File: config.mk
export PLATFORM = sky130hd
export DESIGN_NAME = frame_cmd_rx_flat
export DESIGN_NICKNAME = d
export VERILOG_FILES = /design/src/rtl/frame_cmd_rx_if.sv /design/src/rtl/frame_cmd_rx.sv /design/src/flat_wrapper.sv
export SDC_FILE = /design/constraint.sdc
export NUM_CORES = 1
export LEC_CHECK = 0
export BUFFER_PORTS_ARGS = -buffer_cell sky130_fd_sc_hd__buf_2
export CAP_MARGIN = 10
export CORE_AREA = 4 4 137 139
export DETAILED_ROUTE_END_ITERATION = 12
export DIE_AREA = 0 0 141 143
export PLACE_DENSITY = 0.45
export SYNTH_ARGS = -nofsm -noshare
export SYNTH_HDL_FRONTEND = slang
export SYNTH_SLANG_ARGS = --single-unit
File: constraint.sdc
create_clock -name clk_rd -period 6.15 [get_ports clk_rd]
set_clock_uncertainty 0.15 [all_clocks]
set_input_delay 0.3075 -clock clk_rd [delete_from_list [all_inputs] [get_ports clk_rd]]
set_output_delay 0.3075 -clock clk_rd [all_outputs]
set_load 0.03 [all_outputs]
File: src/rtl/frame_cmd_rx_if.sv
// Word stream in / frame RAM write port out for frame_cmd_rx.
//   frame_in        16      received word
//   frame_in_valid  1       word valid; one contiguous high run per frame
//   ram_wr_en       1       RAM write strobe
//   ram_wr_addr     ADDR_W  word index within the frame (0 = header)
//   ram_wr_data     16      word to write
// master: the side driving the word stream (deserializer / bench).
// slave:  the parser.
interface frame_cmd_rx_if #(
    parameter int unsigned ADDR_W = 10
);
    localparam int unsigned WORD_W = 16;

    logic [WORD_W-1:0] frame_in;
    logic              frame_in_valid;
    logic              ram_wr_en;
    logic [ADDR_W-1:0] ram_wr_addr;
    logic [WORD_W-1:0] ram_wr_data;

    modport master (
        output frame_in, frame_in_valid,
        input  ram_wr_en, ram_wr_addr, ram_wr_data
    );

    modport slave (
        input  frame_in, frame_in_valid,
        output ram_wr_en, ram_wr_addr, ram_wr_data
    );
endinterface

File: src/rtl/frame_cmd_rx.sv
// Receive-side command frame parser. Hunts for the header word, checks the
// frame length against FRAME_LEN, writes each accepted word into the frame
// RAM port and reports per-frame done/error status.
//   clk_rd      in   receive clock, all logic on its rising edge
//   FPGA_RESET  in   synchronous active-high reset
//   bus         slave modport: word stream in, RAM write port out
//   rx_busy     out  high while receiving or awaiting the end-of-frame gap
//   frame_done  out  one-cycle pulse, good frame committed
//   frame_err   out  one-cycle pulse, frame rejected
//   err_code    out  last rejection reason: 01 header, 10 short, 11 long
//   cmd_mode    out  word 1 of the last good frame
//   frame_cnt   out  good frame count (wraps)
//   err_cnt     out  rejected frame count (saturates)
module frame_cmd_rx #(
    parameter int unsigned FRAME_LEN = 181,
    parameter logic [15:0] HEADER    = 16'hABCD,
    parameter int unsigned ADDR_W    = 10
) (
    input  logic                clk_rd,
    input  logic                FPGA_RESET,
    frame_cmd_rx_if.slave       bus,
    output logic                rx_busy,
    output logic                frame_done,
    output logic                frame_err,
    output logic [1:0]          err_code,
    output logic [15:0]         cmd_mode,
    output logic [15:0]         frame_cnt,
    output logic [15:0]         err_cnt
);
    localparam int unsigned WORD_W = 16;
    localparam logic [ADDR_W-1:0] LAST_IDX = ADDR_W'(FRAME_LEN - 1);
    localparam logic [1:0] ERR_HDR   = 2'b01;
    localparam logic [1:0] ERR_SHORT = 2'b10;
    localparam logic [1:0] ERR_LONG  = 2'b11;

    typedef enum logic [1:0] {IDLE, RECV, CHECK, DISCARD} state_t;

    state_t              state, state_n;
    logic [ADDR_W-1:0]   cnt, cnt_n;
    logic [WORD_W-1:0]   shadow, shadow_n;
    logic                wr_en_n;
    logic [ADDR_W-1:0]   wr_addr_n;
    logic [WORD_W-1:0]   wr_data_n;
    logic                busy_n, done_n, err_n;
    logic [1:0]          err_code_n;
    logic [WORD_W-1:0]   cmd_mode_n, frame_cnt_n, err_cnt_n;

    // Next-state, RAM write and status decode.
    always_comb begin
        state_n     = state;
        cnt_n       = cnt;
        shadow_n    = shadow;
        wr_en_n     = 1'b0;
        wr_addr_n   = cnt;
        wr_data_n   = bus.frame_in;
        done_n      = 1'b0;
        err_n       = 1'b0;
        err_code_n  = err_code;
        cmd_mode_n  = cmd_mode;
        frame_cnt_n = frame_cnt;

        unique case (state)
            IDLE: begin
                if (bus.frame_in_valid) begin
                    if (bus.frame_in == HEADER) begin
                        wr_en_n   = 1'b1;
                        wr_addr_n = '0;
                        cnt_n     = ADDR_W'(1);
                        state_n   = RECV;
                    end else begin
                        err_n      = 1'b1;
                        err_code_n = ERR_HDR;
                        state_n    = DISCARD;
                    end
                end
            end
            RECV: begin
                if (bus.frame_in_valid) begin
                    wr_en_n   = 1'b1;
                    wr_addr_n = cnt;
                    cnt_n     = cnt + ADDR_W'(1);
                    // Word 1 is the mode word; held until the frame proves good.
                    if (cnt == ADDR_W'(1)) begin
                        shadow_n = bus.frame_in;
                    end
                    if (cnt == LAST_IDX) begin
                        state_n = CHECK;
                    end
                end else begin
                    err_n      = 1'b1;
                    err_code_n = ERR_SHORT;
                    state_n    = IDLE;
                end
            end
            CHECK: begin
                // The valid-low gap after the last word is what proves the length.
                if (bus.frame_in_valid) begin
                    err_n      = 1'b1;
                    err_code_n = ERR_LONG;
                    state_n    = DISCARD;
                end else begin
                    done_n      = 1'b1;
                    cmd_mode_n  = shadow;
                    frame_cnt_n = frame_cnt + WORD_W'(1);
                    state_n     = IDLE;
                end
            end
            DISCARD: begin
                if (!bus.frame_in_valid) begin
                    state_n = IDLE;
                end
            end
            default: state_n = IDLE;
        endcase

        err_cnt_n = (err_n && (err_cnt != '1)) ? err_cnt + WORD_W'(1) : err_cnt;
        busy_n    = (state_n == RECV) || (state_n == CHECK);
    end

    // State and registered outputs.
    always_ff @(posedge clk_rd) begin
        if (FPGA_RESET) begin
            state           <= IDLE;
            cnt             <= '0;
            shadow          <= '0;
            bus.ram_wr_en   <= 1'b0;
            bus.ram_wr_addr <= '0;
            bus.ram_wr_data <= '0;
            rx_busy         <= 1'b0;
            frame_done      <= 1'b0;
            frame_err       <= 1'b0;
            err_code        <= '0;
            cmd_mode        <= '0;
            frame_cnt       <= '0;
            err_cnt         <= '0;
        end else begin
            state           <= state_n;
            cnt             <= cnt_n;
            shadow          <= shadow_n;
            bus.ram_wr_en   <= wr_en_n;
            bus.ram_wr_addr <= wr_addr_n;
            bus.ram_wr_data <= wr_data_n;
            rx_busy         <= busy_n;
            frame_done      <= done_n;
            frame_err       <= err_n;
            err_code        <= err_code_n;
            cmd_mode        <= cmd_mode_n;
            frame_cnt       <= frame_cnt_n;
            err_cnt         <= err_cnt_n;
        end
    end
endmodule

File: src/flat_wrapper.sv
// flat-port wrapper written by rule: the top's interface ports become plain ports
module frame_cmd_rx_flat 
#(
    parameter int unsigned FRAME_LEN = 181,
    parameter logic [15:0] HEADER    = 16'hABCD,
    parameter int unsigned ADDR_W    = 10
)
  (clk_rd, FPGA_RESET, rx_busy, frame_done, frame_err, err_code, cmd_mode, frame_cnt, err_cnt, bus_frame_in, bus_frame_in_valid, bus_ram_wr_en, bus_ram_wr_addr, bus_ram_wr_data);
  frame_cmd_rx_if #(.ADDR_W(ADDR_W)) bus_i ();
  input  logic clk_rd;
  input  logic FPGA_RESET;
  output logic rx_busy;
  output logic frame_done;
  output logic frame_err;
  output logic [1:0] err_code;
  output logic [15:0] cmd_mode;
  output logic [15:0] frame_cnt;
  output logic [15:0] err_cnt;
  input wire logic [$bits(bus_i.frame_in)-1:0] bus_frame_in;
  input wire logic [$bits(bus_i.frame_in_valid)-1:0] bus_frame_in_valid;
  output wire logic [$bits(bus_i.ram_wr_en)-1:0] bus_ram_wr_en;
  output wire logic [$bits(bus_i.ram_wr_addr)-1:0] bus_ram_wr_addr;
  output wire logic [$bits(bus_i.ram_wr_data)-1:0] bus_ram_wr_data;
  assign bus_i.frame_in = bus_frame_in;
  assign bus_i.frame_in_valid = bus_frame_in_valid;
  assign bus_ram_wr_en = bus_i.ram_wr_en;
  assign bus_ram_wr_addr = bus_i.ram_wr_addr;
  assign bus_ram_wr_data = bus_i.ram_wr_data;
  frame_cmd_rx #(.FRAME_LEN(FRAME_LEN), .HEADER(HEADER), .ADDR_W(ADDR_W)) u_core (.clk_rd(clk_rd), .FPGA_RESET(FPGA_RESET), .bus(bus_i), .rx_busy(rx_busy), .frame_done(frame_done), .frame_err(frame_err), .err_code(err_code), .cmd_mode(cmd_mode), .frame_cnt(frame_cnt), .err_cnt(err_cnt));
endmodule
# Word-level counts from Yosys, hierarchy flattened
# Cells that the tools add are included.
[totals] reg_bits=108 out_inout_bits=80 inputBits=19 elab_cells=70
[classes] n_mux=27 bitwise_logic=2 reduce_logical=10 n_addsub=3 n_eq_ne=15
[op_table] op="$mux 10" n=6
[op_table] op="$add 16x1->16 const B" n=2
[op_table] op="$mux 2" n=10
[op_table] op="$pmux 10 s2" n=1
[op_table] op="$eq 16x16->1 const B" n=1
[op_table] op="$ne 16x16->1 const B" n=1
[op_table] op="$add 10x1->10 const B" n=1
[op_table] op="$eq 10x1->1 const B" n=1
[op_table] op="$eq 10x8->1 const B" n=1
[op_table] op="$ne 2x2->1 const B" n=5
[op_table] op="$pmux 2 s4" n=1
[op_table] op="$eq 2x2->1 const B" n=3
[op_table] op="$mux 1" n=6
[op_table] op="$pmux 2 s3" n=1
[op_table] op="$reduce_and 5->1" n=1
[op_table] op="$eq 2x1->1 const B" n=2
[op_table] op="$reduce_and 4->1" n=1
[op_table] op="$pmux 1 s3" n=1
[op_table] op="$reduce_and 3->1" n=1
[op_table] op="$reduce_bool 3->1" n=1
[op_table] op="$logic_not 2->1" n=1
[op_table] op="$ne 2x1->1 const B" n=1
[op_table] op="$not 1->1" n=2
[op_table] op="$pmux 1 s2" n=1
[op_table] op="5 further kinds" n=5

# Logic depth before layout (Yosys ltp)
# Gate-level depths: netlist (run 1).
[depth] ltp_word=6 depth_mapped=10 depth_no_buf=8

# Least setup slack after synthesis (run 1)
# OpenSTA, ideal clock, no wires.
[synth_timing] kind="input to register" from="input bus_frame_in[4]" to="register u_core.err_cnt[7]" path_slack_ns=3.789 arrival_time_ns=2.084 n_path_buf=1 t_required_ns=5.872 setup_ns=0.128 cell_stages=7 path_cell_list="or4b_4 -> or4_4 -> o21a_1 -> buf_6 -> nand4_2 -> xor2_1 -> nor2_1"
[synth_via] elab_chain_len=5
[synth_lines] item="start, declared" line_no="flat_wrapper.sv:19" source="input wire logic [$bits(bus_i.frame_in)-1:0] bus_frame_in;"
[synth_lines] item="$eq 16x16->1" line_no="frame_cmd_rx.sv:65" source="if (bus.frame_in == HEADER) begin"
[synth_lines] item="$mux 1" line_no="frame_cmd_rx.sv:65"
[synth_lines] item="$mux 1" line_no="frame_cmd_rx.sv:64" source="if (bus.frame_in_valid) begin"
[synth_lines] item="$pmux 1 s3" line_no="frame_cmd_rx.sv:62" source="unique case (state)"
[synth_lines] item="$logic_and 1x1->1" line_no="frame_cmd_rx.sv:116" source="err_cnt_n = (err_n && (err_cnt != '1)) ? err_cnt + WORD_W'(1) : err_cnt;"
[synth_lines] item="end signal, assigned" line_no="frame_cmd_rx.sv:149" source="err_cnt <= err_cnt_n;"
[synth_lines] item="end, declared" line_no="frame_cmd_rx.sv:28" source="output logic [15:0] err_cnt"
# No other way between the ends.
# A chain may end at the register's enable or synchronous reset.

# Worst setup path in the final report (run 1)
[layout_timing] from="register u_core.state[0]" to="register u_core.err_cnt[15]"
[layout_via] elab_chain_len=3 elab_cells_between_ends=5 cone_classes="eq/ne (2); mux (1); reduce/logical (2)"
[layout_lines] item="start, declared" line_no="frame_cmd_rx.sv:38" source="state_t state, state_n;"
[layout_lines] item="start signal, assigned" line_no="frame_cmd_rx.sv:137" source="state <= state_n;"
[layout_lines] item="$eq 2x2->1, or another cell as far along" line_no="frame_cmd_rx.sv:62"
[layout_lines] item="$pmux 1 s3 (*)" line_no="frame_cmd_rx.sv:62"
[layout_lines] item="$logic_and 1x1->1 (*)" line_no="frame_cmd_rx.sv:116"
# Mark *: on every way between the ends. The rest lies on a longest branch, timed or not.

==> impl_metrics.json, run 1 <==
{
  "run_status": "finished, final reports clean",
  "yosys-top-cells-area": "sky130_fd_sc_hd__dfxtp_1 (50%), sky130_fd_sc_hd__nor2_1 (5.7%), sky130_fd_sc_hd__xor2_1 (5.1%), sky130_fd_sc_hd__nand2_1 (4.0%), sky130_fd_sc_hd__mux2i_1 (4.0%)",
  "post_cts_buffers": 0,
  "number_of_unique_standard_cell_types_used_by_synthesis": 43,
  "dieWidth_um": 141,
  "cts_resized": 0,
  "synthDominantCellAreaShare_pct": 50.2,
  "synth-main-ff-cell": "sky130_fd_sc_hd__dfxtp_1",
  "fin_ws_ps": 3430,
  "ys_async_sr_fraction_pct": 0,
  "grt_util_met1_pct": 14.4,
  "wl_per_cell_um": 13.7,
  "boundary_pin_count": 99,
  "hold_viol": 0,
  "clock-sinks": 108,
  "synth_xor_area_share_pct": 7.12,
  "postRouteAntennaNets": 0,
  "register_area_mm2": 0.00216,
  "setup_repair_after_global_routing_missed_its_margin": "no",
  "total_leakage_power_nw": 2.31,
  "vdd.ir_drop.worst_mv": 0.131,
  "synth_fa_ha_area_share_pct": 2.90,
  "placement.io_buffers": 98,
  "cp_num_buf_inv": 1,
  "cp.required_ps": 6280,
  "filler_cell_count_in_the_final_layout": 1893,
  "max_slew_margin_pct": 27.2,
  "netlist_area_mm2": 0.00431,
  "multiInputGateArea_mm2": 0.00203,
  "synthesis_to_layout_area_growth_pct": 23.2,
  "cts-buffers-inserted": 9,
  "final_report_setup_violation_count": 0,
  "pwr_density_cell_mw_per_mm2": 276,
  "vias_post_dr": 3421,
  "ys.warnings.count": 0,
  "route.detailed.drc": 0,
  "ctsHoldBuffers": 0,
  "design.die.area_mm2": 0.0202,
  "syn-num-nets": 492,
  "clock_tree_from_tritoncts": "done",
  "grt_pass1_wl_um": 17600,
  "cts.reportedPaths.clkPinSlew_ps": 70,
  "cp_slowest_stage_delay_ps": 550,
  "post_synth_edffs": 0,
  "grt_use_met3_pct": 3.52,
  "netlist.top_cell.by_area": "sky130_fd_sc_hd__dfxtp_1",
  "critical_path_origin": "u_core.state[0]$_SDFF_PP0_",
  "timing.critical_path.fanout_max": 12,
  "finalNetCount": 584,
  "antenna_found_initial": 0,
  "timing.max_cap.violations": 0,
  "synth_mux_area_share_pct": 3.95,
  "cp_common_cell": "sky130_fd_sc_hd__a21oi_1",
  "synth-seq-area-share_pct": 50.2,
  "path_delay_family": "compound AO/OA/AOI/OAI gates",
  "crit_path_cell_trace": "inv_1, ha_1, o21ai_0, a21oi_1, o21a_1, nand3_1, or3_1, a21oi_1",
  "htreeDepth": 3,
  "floorplan.die.height_um": 143,
  "clockBufferDepth": 2,
  "transition_time_of_the_tightest_slew_check_pin_ps": 1090,
  "post_drt_via_cell_ratio": 4.34,
  "yosys.area_share.simple_pct": 25.8,
  "timing.final.crit_share_pct": 44.3,
  "coreArea_mm2": 0.0177,
  "grt.busiest_layer": "met2",
  "setup.worst_path.end": "u_core.err_cnt[15]$_SDFFE_PP0P_",
  "placementRows": 49,
  "initial_core_util_pct": 24.4,
  "timing.setup.tns_ps": 0,
  "synth_cells": 463,
  "post-route-min-period_ps": 2720,
  "crit_path_start_kind": "register",
  "setup.reg_to_reg.worst_slack_ps": 3430,
  "num_antenna_cells": 0,
  "total_overflow_reported_by_the_global_router": 0,
  "postRouteWirelength_um": 10800,
  "cts.root.buffer_cell": "sky130_fd_sc_hd__clkbuf_16",
  "postSynthRegisterBits": 108,
  "fmax_mhz": 367,
  "worst_path_arrival_ps": 2850,
  "grt_max_degree": 58,
  "initialDrtViolationCount": 125,
  "first_drt_pass_iteration_count": 4,
  "finalMaxSlewViolations": 0,
  "gpl.final_weighted_congestion": 0.749,
  "critPathKind": "reg -> reg",
  "worstHoldPathType": "in -> reg",
  "worstSetupPathDepth": 8,
  "reg2regPathDepth": 8,
  "critical_path.slowest_cell": "sky130_fd_sc_hd__o21a_1",
  "gr-usage-met2_pct": 16.4,
  "timing.critical_path.to_type": "register",
  "clkLatencyLatePin_ps": 350,
  "synth-compound-area-share_pct": 7.29,
  "post_synth.cell_area_avg_um2": 9.30,
  "final_layout_size_suffix_gt1_share_pct": 23.6,
  "crit-reg2reg-launch": "u_core.state[0]$_SDFF_PP0_",
  "worst_r2r_endpoint": "u_core.err_cnt[15]$_SDFFE_PP0P_",
  "dp_hpwl_um": 7600,
  "first_global_vias": 3328,
  "grt.total_usage_pct": 11.0,
  "placement_setup_slack_ps": 3380,
  "synth_top_family_by_area": "simple AND/OR/NAND/NOR gates"
}
## synthesized netlist by cell type (7+ instances only)
cell type	count
sky130_fd_sc_hd__dfxtp_1	108
sky130_fd_sc_hd__nor2_1	65
sky130_fd_sc_hd__nand2_1	46
sky130_fd_sc_hd__a21oi_1	27
sky130_fd_sc_hd__xor2_1	25
sky130_fd_sc_hd__nor2b_1	18
sky130_fd_sc_hd__mux2i_1	17
sky130_fd_sc_hd__clkbuf_1	16
sky130_fd_sc_hd__nand3_1	14
sky130_fd_sc_hd__and2_1	13
sky130_fd_sc_hd__nand4_1	13
sky130_fd_sc_hd__and3_1	12
sky130_fd_sc_hd__ha_1	10
sky130_fd_sc_hd__inv_1	10
sky130_fd_sc_hd__xnor2_1	10
sky130_fd_sc_hd__o21ai_0	9
sky130_fd_sc_hd__nand3_2	7
## power breakdown
group          total [mW]  leakage [nW]  internal (mW)  switching (mW)
clock network       0.578         0.140          0.325           0.253
registers           0.730         0.876          0.718          0.0121
logic               0.156          1.29         0.0481           0.108
## worst register-to-register path: cells and delay by family (launching register included)
| family | cells | cell delay (ps) |
|---|---|---|
| adders and majority gates | 1 | 340 |
| and+or+nand+nor | 2 | 610 |
| buffers and inverters | 1 | 110 |
| AOI/OAI and AO/OA | 4 | 1090 |
| DFF | 1 | 360 |
## kinds of logic (layout without fill, tap and decap cells)
family | Yosys count | in the layout
AND/OR/NAND/NOR | 215 | 215
flip-flops | 108 | 108
AO/OA/AOI/OAI | 49 | 49
XOR/XNOR | 35 | 35
buffers and inverters | 29 | 125
multiplexers | 17 | 17
adder cells (fa/ha/maj) | 10 | 10
## metal layers
layer  wire (µm)  vias up
li1            -     1733
met1        5130     1597
met2        4750       75
met3         609       16
met4         278        0
met5           0        -
## metrics by stage
stage / instance area (µm²) / std cells / total power, mW / hold WS (ps) / utilization, %
2_1_floorplan: 4310 / 463 / 0.857 / 282 / -
3_5_place_dp: 5020 / 773 / 0.905 / 297 / 28.4
6_report: 5310 / 788 / 1.46 / 53.3 / 30.1
4_1_cts: 5310 / 788 / 1.49 / 44.0 / 30.1
3_3_place_gp: 5020 / 773 / 0.903 / 289 / 28.4
5_1_grt: 5310 / 788 / 1.53 / 52.6 / 30.1
## state kept, by name, summed over array words and instances (netlist names), 2 cells and up
| name | flops |
|---|---|
| u_core.bus.ram_wr_addr | 10 |
| u_core.bus.ram_wr_data | 16 |
| u_core.cmd_mode | 16 |
| u_core.cnt | 10 |
| u_core.err_cnt | 16 |
| u_core.err_code | 2 |
| u_core.frame_cnt | 16 |
| u_core.shadow | 16 |
| u_core.state | 2 |
## layout make-up
cell class | instances | share of cell area [%]
Timing Repair Buffer | 100 | 9.52
Tap cell | 229 | 5.40
Sequential cell | 108 | 40.7
Multi-Input combinational cell | 326 | 38.3
Inverter | 10 | 0.707
Clock buffer | 13 | 4.71
Clock inverter | 2 | 0.660
## placed cells by master (no fill, tap or decap), types with 10 or more instances in the layout
cell                      instances
sky130_fd_sc_hd__buf_2           98
sky130_fd_sc_hd__xor2_1          25
sky130_fd_sc_hd__xnor2_1         10
sky130_fd_sc_hd__mux2i_1         17
sky130_fd_sc_hd__nand4_1         13
sky130_fd_sc_hd__and3_1          12
sky130_fd_sc_hd__dfxtp_1        108
sky130_fd_sc_hd__inv_1           10
sky130_fd_sc_hd__nand2_1         46
sky130_fd_sc_hd__and2_1          13
sky130_fd_sc_hd__nand3_1         14
sky130_fd_sc_hd__nor2b_1         17
sky130_fd_sc_hd__nor2_1          65
sky130_fd_sc_hd__ha_1            10
sky130_fd_sc_hd__a21oi_1         27
## worst min-delay path by stage
stage                                                      end  cells past startpoint                     startpoint
after global placement         u_core.cmd_mode[3]$_SDFFE_PP0P_                      2  u_core.shadow[3]$_SDFFE_PP0P_
final                     u_core.bus.ram_wr_data[0]$_SDFF_PP0_                      2                bus_frame_in[0]
after floorplan                u_core.cmd_mode[0]$_SDFFE_PP0P_                      2  u_core.shadow[0]$_SDFFE_PP0P_
after detailed placement       u_core.cmd_mode[2]$_SDFFE_PP0P_                      2  u_core.shadow[2]$_SDFFE_PP0P_
after CTS                 u_core.bus.ram_wr_data[2]$_SDFF_PP0_                      2                bus_frame_in[2]
after global routing      u_core.bus.ram_wr_data[2]$_SDFF_PP0_                      2                bus_frame_in[2]
Power figures use the tool's default switching activity.
==> run 2, diff against run 1 <==
Settings changed: PLACE_DENSITY 0.45 to 0.46.
Clock period 6.15 ns to 2.4 ns, I/O delays scaled along.
==> run 2 against run 1 <==
- count of clock-buffer cells in the layout decreased by 3
- routed wire length increased by 0.22%
- hold slack improved by 21 ps
- critical path depth increased by 1
- combinational power increased to 3.1 times the previous value
- first-iteration DRC count increased by 52%
- final cell count increased by 5.2%
- sequential cell count unchanged
- sequential power increased to 2.6 times the previous value
- clock power increased by 140%
- critical path type is now in -> reg
- largest power group unchanged
==> impl_metrics.json, run 2 (synthesized netlist as in run 1, its figures left out) <==
{
  "run_status": "finished, final reports clean",
  "setup.reg_to_reg.worst_slack_ps": 190,
  "vias_post_dr": 3551,
  "multiInputGateArea_mm2": 0.00206,
  "filler_cell_count_in_the_final_layout": 1893,
  "gpl.final_weighted_congestion": 0.780,
  "layout_common_cells": "sky130_fd_sc_hd__dfxtp_1 (108), sky130_fd_sc_hd__buf_2 (98), sky130_fd_sc_hd__nor2_1 (65), sky130_fd_sc_hd__nand2_1 (46)",
  "synthesis_to_layout_area_growth_pct": 31.8,
  "postRouteAntennaNets": 0,
  "timing.final.crit_share_pct": 95.8,
  "htreeDepth": 3,
  "first_global_vias": 3398,
  "boundary_pin_count": 99,
  "wl_per_cell_um": 13.0,
  "worstHoldPathType": "in -> reg",
  "first_drt_pass_iteration_count": 6,
  "total_overflow_reported_by_the_global_router": 0,
  "p_total_mw": 3.72,
  "clock_tree_from_tritoncts": "done",
  "vdd.ir_drop.worst_mv": 0.352,
  "cp_slowest_stage_delay_ps": 560,
  "clkLatencyLatePin_ps": 350,
  "cts.reportedPaths.clkPinSlew_ps": 70,
  "final_report_setup_violation_count": 0,
  "most_common_cell_after_layout_fill_and_taps_aside": "sky130_fd_sc_hd__dfxtp_1",
  "floorplan.die.height_um": 143,
  "initial_core_util_pct": 24.4,
  "design.die.area_mm2": 0.0202,
  "route.detailed.drc": 0,
  "clock-sinks": 108,
  "critical_path.slowest_cell": "sky130_fd_sc_hd__or4_4",
  "dp_hpwl_um": 7900,
  "holdWs_ps": 74.2,
  "grt.total_usage_pct": 10.7,
  "timing.max_cap.violations": 0,
  "crit_path_start_kind": "input port",
  "fmax_mhz": 435,
  "cts-buffers-inserted": 9,
  "setup_repair_after_global_routing_missed_its_margin": "no",
  "antenna_found_initial": 0,
  "route.met3.wl_um": 598,
  "grt_pass1_wl_um": 17500,
  "path_delay_family": "simple AND/OR/NAND/NOR gates",
  "coreArea_mm2": 0.0177,
  "cp_num_buf_inv": 3,
  "total_leakage_power_nw": 2.49,
  "dieWidth_um": 141,
  "timing.critical_path.to_type": "register",
  "pwr_density_cell_mw_per_mm2": 655,
  "finalNetCount": 625,
  "final_layout_size_suffix_gt1_share_pct": 27.0,
  "cts.root.buffer_cell": "sky130_fd_sc_hd__clkbuf_16",
  "timing.critical_path.fanout_max": 6,
  "grt_max_degree": 61,
  "top_routing_layer_in_use": "met4",
  "max_slew_margin_pct": 58.1,
  "placementRows": 49,
  "crit_path_cell_trace": "dlygate4sd3_1, buf_2, nand4b_1, or4_4, buf_4, a21oi_4, and3_1, xnor2_1, nor2_2",
  "routed-wl-met2_um": 4900,
  "wirelength_met1_um": 5140,
  "post_drt_via_cell_ratio": 4.28,
  "timing.setup.tns_ps": 0,
  "num_antenna_cells": 0,
  "initialDrtViolationCount": 190,
  "finalMaxSlewViolations": 0,
  "placement.io_buffers": 98,
  "post-route-min-period_ps": 2300,
  "transition_time_of_the_tightest_slew_check_pin_ps": 629,
  "critPathKind": "in -> reg",
  "postRouteWirelength_um": 10800,
  "cp.required_ps": 2500,
  "clockBufferDepth": 2,
  "hold_viol": 0,
  "register_area_mm2": 0.00216,
  "worst_path_arrival_ps": 2400
}
==> run 2: changes by cell type in the layout (fill, tap and decap cells not counted), moves of 2 or more <==
cell	before	now
sky130_fd_sc_hd__buf_4	2	26
sky130_fd_sc_hd__clkbuf_1	3	1
sky130_fd_sc_hd__clkinv_4	0	2
sky130_fd_sc_hd__dlygate4sd3_1	0	16
==> run 2: report_power, final <==
part	internal [mW]	total [mW]	switching, mW	leakage (nW)
clock network	0.705	1.37	0.665	0.129
registers	1.84	1.87	0.0288	0.876
logic	0.186	0.480	0.294	1.48
total	2.73	3.72	0.988	2.49
==> run 2: through the flow <==
stage | setup WS, ps | instances | instance area [µm²] | utilization [%]
after CTS | 29.1 | 829 | 5650 | 32.0
after global placement | -23.8 | 798 | 5220 | 29.6
after floorplan | 226 | 463 | 4310 | -
final | 101 | 829 | 5680 | 32.1
after global routing | 3.46 | 829 | 5680 | 32.1
after detailed placement | -43.3 | 798 | 5220 | 29.6
==> run 2: worst reg2reg max path, stage by stage (launching register included) <==
cell and delay [ps]:
sky130_fd_sc_hd__dfxtp_1 400, sky130_fd_sc_hd__ha_1 230, sky130_fd_sc_hd__o21ai_0 130, sky130_fd_sc_hd__a21oi_1 310, sky130_fd_sc_hd__o21a_2 290, sky130_fd_sc_hd__nand3_1 150, sky130_fd_sc_hd__or3_1 340, sky130_fd_sc_hd__a21oi_1 130
==> run 2: worst paths after layout <==
| check | startpoint | to | cells past startpoint |
|---|---|---|---|
| worst max register to register | u_core.state[1]$_SDFF_PP0_ | u_core.err_cnt[15]$_SDFFE_PP0P_ | 7 |
| worst min-delay path | FPGA_RESET | u_core.bus.ram_wr_addr[7]$_SDFF_PP0_ | 3 |
| worst max-delay path | bus_frame_in[12] | u_core.cnt[3]$_SDFFE_PP0P_ | 9 |
| worst min register to register | u_core.shadow[3]$_SDFFE_PP0P_ | u_core.cmd_mode[3]$_SDFFE_PP0P_ | 2 |
==> run 2: what timing repair did <==
action	in CTS	in global routing
endpoints found under the setup margin	0	16
setup buffers	0	0
hold buffers	16	0
hold endpoints to repair	32	0
gates resized for setup	0	5
==> run 2: routing by layer <==
layer	global-route usage, %	up-vias
met3	3.52	13
met1	14.4	1636
met2	16.5	79
li1	-	1823
met5	0	-
met4	3.26	0
==> run 2: cell type report <==
cell class | instances | share of cell area, %
repair buffers | 141 | 15.3
flip-flops and latches | 108 | 38.1
inverters | 10 | 0.661
well taps | 229 | 5.05
clock buffers | 10 | 4.03
multi-input cells | 326 | 36.2
clock inverters | 5 | 0.683
